--- src/rtl/instr_fetch.sv ---
// Instruction fetch unit: issues one word-aligned request at a time, waits for
// the response with a timeout, and holds the fetched word until decode takes it.
module instr_fetch #(
  parameter logic [31:0] NOP_INST = 32'h00000013,
  parameter int          TIMEOUT  = 16
) (
  input  logic        clk,
  input  logic        rst,
  input  logic [31:0] pc,
  input  logic        fetch_en,
  input  logic        flush,
  output logic        imem_req,
  output logic [31:0] imem_addr,
  input  logic        imem_gnt,
  input  logic        imem_rvalid,
  input  logic [31:0] imem_rdata,
  input  logic        imem_err,
  output logic [31:0] inst,
  output logic        inst_valid,
  input  logic        inst_ready,
  output logic        fetch_err
);

  typedef enum logic [1:0] {IDLE, REQ, WAIT, HOLD} state_e;

  localparam logic [7:0] TIMEOUT_C = 8'(TIMEOUT);

  state_e      state_q,     state_d;
  logic [31:0] addr_q,      addr_d;
  logic        misalign_q,  misalign_d;
  logic [31:0] inst_q,      inst_d;
  logic        fetch_err_q, fetch_err_d;
  logic        drop_q,      drop_d;
  logic [7:0]  cnt_q,       cnt_d;

  // NOTE: state flops use non-blocking assignments so every flop samples the
  // pre-edge value of its neighbours, independent of statement order.
  always_ff @(posedge clk or negedge rst) begin
    if (!rst) begin
      state_q     <= IDLE;
      addr_q      <= '0;
      misalign_q  <= 1'b0;
      inst_q      <= NOP_INST;
      fetch_err_q <= 1'b0;
      drop_q      <= 1'b0;
      cnt_q       <= '0;
    end else begin
      state_q     <= state_d;
      addr_q      <= addr_d;
      misalign_q  <= misalign_d;
      inst_q      <= inst_d;
      fetch_err_q <= fetch_err_d;
      drop_q      <= drop_d;
      cnt_q       <= cnt_d;
    end
  end

  always_comb begin
    // NOTE: every variable gets a hold-value default first, so no path through
    // the case below can leave one unassigned and infer a latch.
    state_d     = state_q;
    addr_d      = addr_q;
    misalign_d  = misalign_q;
    inst_d      = inst_q;
    fetch_err_d = fetch_err_q;
    drop_d      = drop_q;
    cnt_d       = cnt_q;

    unique case (state_q)
      IDLE: begin
        if (fetch_en && !flush) begin
          state_d    = REQ;
          addr_d     = {pc[31:2], 2'b00};
          misalign_d = |pc[1:0];
        end
      end

      REQ: begin
        if (misalign_q) begin
          if (flush) begin
            state_d = IDLE;
          end else begin
            state_d     = HOLD;
            inst_d      = NOP_INST;
            fetch_err_d = 1'b1;
          end
        end else if (imem_gnt) begin
          // A grant cannot be taken back; a simultaneous flush just marks the
          // coming response for discard.
          state_d = WAIT;
          cnt_d   = '0;
          drop_d  = flush;
        end else if (flush) begin
          state_d = IDLE;
        end
      end

      WAIT: begin
        if (imem_rvalid) begin
          if (drop_q || flush) begin
            state_d = IDLE;
            drop_d  = 1'b0;
          end else begin
            state_d     = HOLD;
            inst_d      = imem_err ? NOP_INST : imem_rdata;
            fetch_err_d = imem_err;
          end
        end else begin
          cnt_d = cnt_q + 8'd1;
          if (flush) drop_d = 1'b1;
          if (cnt_q + 8'd1 == TIMEOUT_C) begin
            if (drop_q || flush) begin
              state_d = IDLE;
              drop_d  = 1'b0;
            end else begin
              state_d     = HOLD;
              inst_d      = NOP_INST;
              fetch_err_d = 1'b1;
            end
          end
        end
      end

      HOLD: begin
        if (flush) begin
          state_d = IDLE;
        end else if (inst_ready) begin
          if (fetch_en) begin
            state_d    = REQ;
            addr_d     = {pc[31:2], 2'b00};
            misalign_d = |pc[1:0];
          end else begin
            state_d = IDLE;
          end
        end
      end

      default: state_d = IDLE;
    endcase
  end

  always_comb begin
    imem_req   = (state_q == REQ) && !misalign_q;
    imem_addr  = addr_q;
    inst       = inst_q;
    inst_valid = (state_q == HOLD);
    fetch_err  = fetch_err_q;
  end

endmodule

--- config.mk ---
export PLATFORM = sky130hd
export DESIGN_NAME = instr_fetch
export DESIGN_NICKNAME = d
export VERILOG_FILES = /design/src/rtl/instr_fetch.sv
export SDC_FILE = /design/constraint.sdc
export NUM_CORES = 1
export LEC_CHECK = 0
export ABC_CLOCK_PERIOD_IN_PS = 2150
export BUFFER_PORTS_ARGS = -buffer_cell sky130_fd_sc_hd__clkbuf_2
export CAP_MARGIN = 20
export CORE_MARGIN = 1.5
export CORE_UTILIZATION = 50
export CTS_BUF_LIST = sky130_fd_sc_hd__clkbuf_4 sky130_fd_sc_hd__clkbuf_8
export DETAILED_ROUTE_END_ITERATION = 10
export PLACE_DENSITY_LB_ADDON = 0.1
export SKIP_LAST_GASP = 1
export SLEW_MARGIN = 40
export SYNTH_ARGS = -nofsm -noshare
export SYNTH_HDL_FRONTEND = slang
export SYNTH_SLANG_ARGS = --single-unit
--- constraint.sdc ---
create_clock -name clk -period 2.15 [get_ports clk]
set_clock_uncertainty 0.15 [all_clocks]
set_input_delay 0.43 -clock clk [delete_from_list [all_inputs] [get_ports clk]]
set_output_delay 0.43 -clock clk [all_outputs]
set_load 0.05 [all_outputs]
==> impl_metrics.ini <==
[finish]
syn_to_final_growth_pct = 29.6
fin_nets = 484
fin_cells = 493
antenna_cells = 0
layout-drive-gt1-share = 0.483

[global_routing]
grt_use_total = 0.216
use_met2 = 0.324
antenna_found_initial = 0
use_met3 = 0.0691
overflow = 0
grt_first_pass_wirelength_mm = 12.3
top_usage_layer = met2
grt_max_degree = 40
grtUsageMet1 = 0.293
grt_pass1_vias = 2604

[drt]
drtPass1Iterations = 7
drtAntennaViolNets = 0
num_vias = 2624
drc = 6
drt-total-wl_mm = 7.40
wire_per_inst_um = 15.0
drtIter0Drc = 139
viasPerCell = 5.32

[flow_run]
drv_cap = 0

[power_and_ir_drop]
power_density_nw_per_um2 = 1760
power.total_mw = 7.74
ir_drop_uv = 1300
power_leakage_nw = 2.41

[floorplanning]
ios = 139
core_um2 = 6460
die_w_um = 85.3
die_y_um = 85.3
initial_core_util = 0.524
fp-row-count = 29
die_area_um2 = 7280

[status]
violations = design-rule violations
run_status = complete, but fails checks

[cts]
root_buffer = clkbuf_8
ctsHtreeMaxLevel = 3
cts_tree = done
cts.sinks = 75
postCtsSetupBuffers = 0
cts_resized = 0
clk_pin_slew_ns = 0.08
clock_tree.buffer_depth = 2
cts_buffers = 9
clock_latency_ns = 0.33
ctsHoldBuffers = 1

[yosys]
synth_top_flop_cell = dfrtp_1
synthDistinctLibCells = 48
yosys_warnings = 0
synth.top_cells.by_count = dfrtp_1, mux2_2, a21o_1
yosysMostFrequentCell = dfrtp_1
synth_compound_area_frac = 0.213
yosys-top-cells-area = dfrtp_1, mux2_2, a22o_1
yosys.area_share.simple = 0.0798
post-synth-top-area-cell = dfrtp_1
avgSynthCellArea_um2 = 12.6
synthXorXnorAreaFrac = 0
synthAdderAreaFrac = 0.00369
ys_ff_latch = 75
synth_area_um2 = 3390
synth_top_area_share = 0.532
seq_area_frac_synth = 0.555
synth_edf_count = 0
synth_mux_area_frac = 0.103
async_flop_share = 1.00
synth_top_family_by_area = compound AO/OA/AOI/OAI gates
synthCells = 268

[sta]
fin_tns_setup_ns = 0
setup_viol = 0
hold_ws_ns = 0.128
slew_viol_final = 0
hold_viol = 0
relSlewSlack = 0.666
tightest_slew_ns = 0.500
rsz0062_at_grt = no
min_period_over_period = 0.931
timing.fmax_mhz = 499
period_needed_ns = 2.00

[setup_path]
crit_fanout = 24
cp-end-kind = flop
required_ns = 2.22
crit_type = reg -> reg
critPathLaunchType = flop
arrival_ns = 2.07

[placement]
placed_cells = 476
routabilityCongestion = 0.788
hpwl_mm = 5.32
port_buffers = 136

[min_path]
hold_class = in -> reg
-- cell type report --
class / instances / area, um^2
Sequential cell: 75 / 1880
Inverter: 8 / 30.0
Fill cell: 514 / 2070
Tap cell: 77 / 96.3
Timing Repair Buffer: 148 / 838
Multi-Input combinational cell: 169 / 1360
Clock inverter: 4 / 25.0
Clock buffer: 12 / 159
-- sequential cells by signal, indices dropped and copies added (netlist names) --
name        cells
cnt_q           8
drop_q          1
fetch_err       1
imem_addr      30
inst           32
misalign_q      1
state_q         2
-- placed cells by master, fill, tap and decap left out, types with 2 or more instances in the layout --
cell / synthesis / final
a22o_1: 28 / 28
clkinv_2: 0 / 2
nor2_1: 6 / 6
a31oi_1: 3 / 3
nor2b_1: 3 / 3
nand3b_1: 3 / 3
or3b_1: 2 / 2
inv_1: 8 / 8
buf_4: 2 / 7
conb_1: 1 / 2
and2_1: 4 / 4
mux2_2: 30 / 30
a21o_1: 29 / 29
o211ai_1: 2 / 2
and3_1: 2 / 2
clkinvlp_4: 0 / 2
a21oi_1: 4 / 4
clkbuf_2: 0 / 135
dfrtp_1: 72 / 72
a221o_1: 2 / 2
clkbuf_8: 0 / 11
nand2_1: 6 / 6
and2_0: 2 / 2
nand2b_1: 4 / 4
buf_12: 0 / 5
o21ai_0: 9 / 9
nand3_1: 3 / 3
dfstp_2: 3 / 3
a221oi_1: 3 / 3
-- power by group --
part | switching (mW) | internal, mW | leakage (nW)
Combinational | 2.95 | 1.27 | 1.38
Clock | 0.516 | 0.492 | 0.0918
Sequential | 0.447 | 2.07 | 0.939
Total | 3.91 | 3.83 | 2.41
-- worst paths after layout --
kind	cells past startpoint	slack [ns]	start	end
worst max-delay path	5	0.15	state_q[1]	inst[17]
worst min-delay path	3	0.13	imem_rdata[0]	inst[0]
worst max register to register	5	0.15	state_q[1]	inst[17]
worst min register to register	2	0.34	inst[4]	inst[4]
max in group asynchronous	3	0.84	rst	imem_addr[11]
min in group asynchronous	2	0.44	rst	inst[27]
-- through the flow --
| stage | setup WS (ns) | instance area [um^2] | utilization |
|---|---|---|---|
| final | 0.147 | 4390 | 0.679 |
| after detailed placement | 0.151 | 4190 | 0.649 |
| after floorplan | 0.219 | 3390 | - |
| after global placement | 0.210 | 4190 | 0.649 |
| after global routing | 0.0573 | 4390 | 0.679 |
| after CTS | 0.133 | 4390 | 0.679 |
-- worst max-delay path, stage by stage, from the launching register on --
cell and delay (ns):
dfrtp_1 0.43, or3b_1 0.37, a21o_1 0.32, buf_12 0.22
a22o_1 0.23, a21o_1 0.16
-- routing by layer --
metal,vias to the layer above,share of wire
met2,92,0.46
met1,1251,0.45
met4,0,0.018
met3,11,0.079
li1,1270,-
met5,-,0
-- cell families (layout without fill, tap and decap cells) --
kind of cell / after synthesis / in the layout
AO/OA/AOI/OAI: 90 / 90
buffers and inverters: 25 / 172
adder cells (fa/ha/maj): 1 / 1
other: 1 / 2
multiplexers: 31 / 31
AND/OR/NAND/NOR: 45 / 45
flip-flops: 75 / 75
Power figures use the tool's default switching activity.
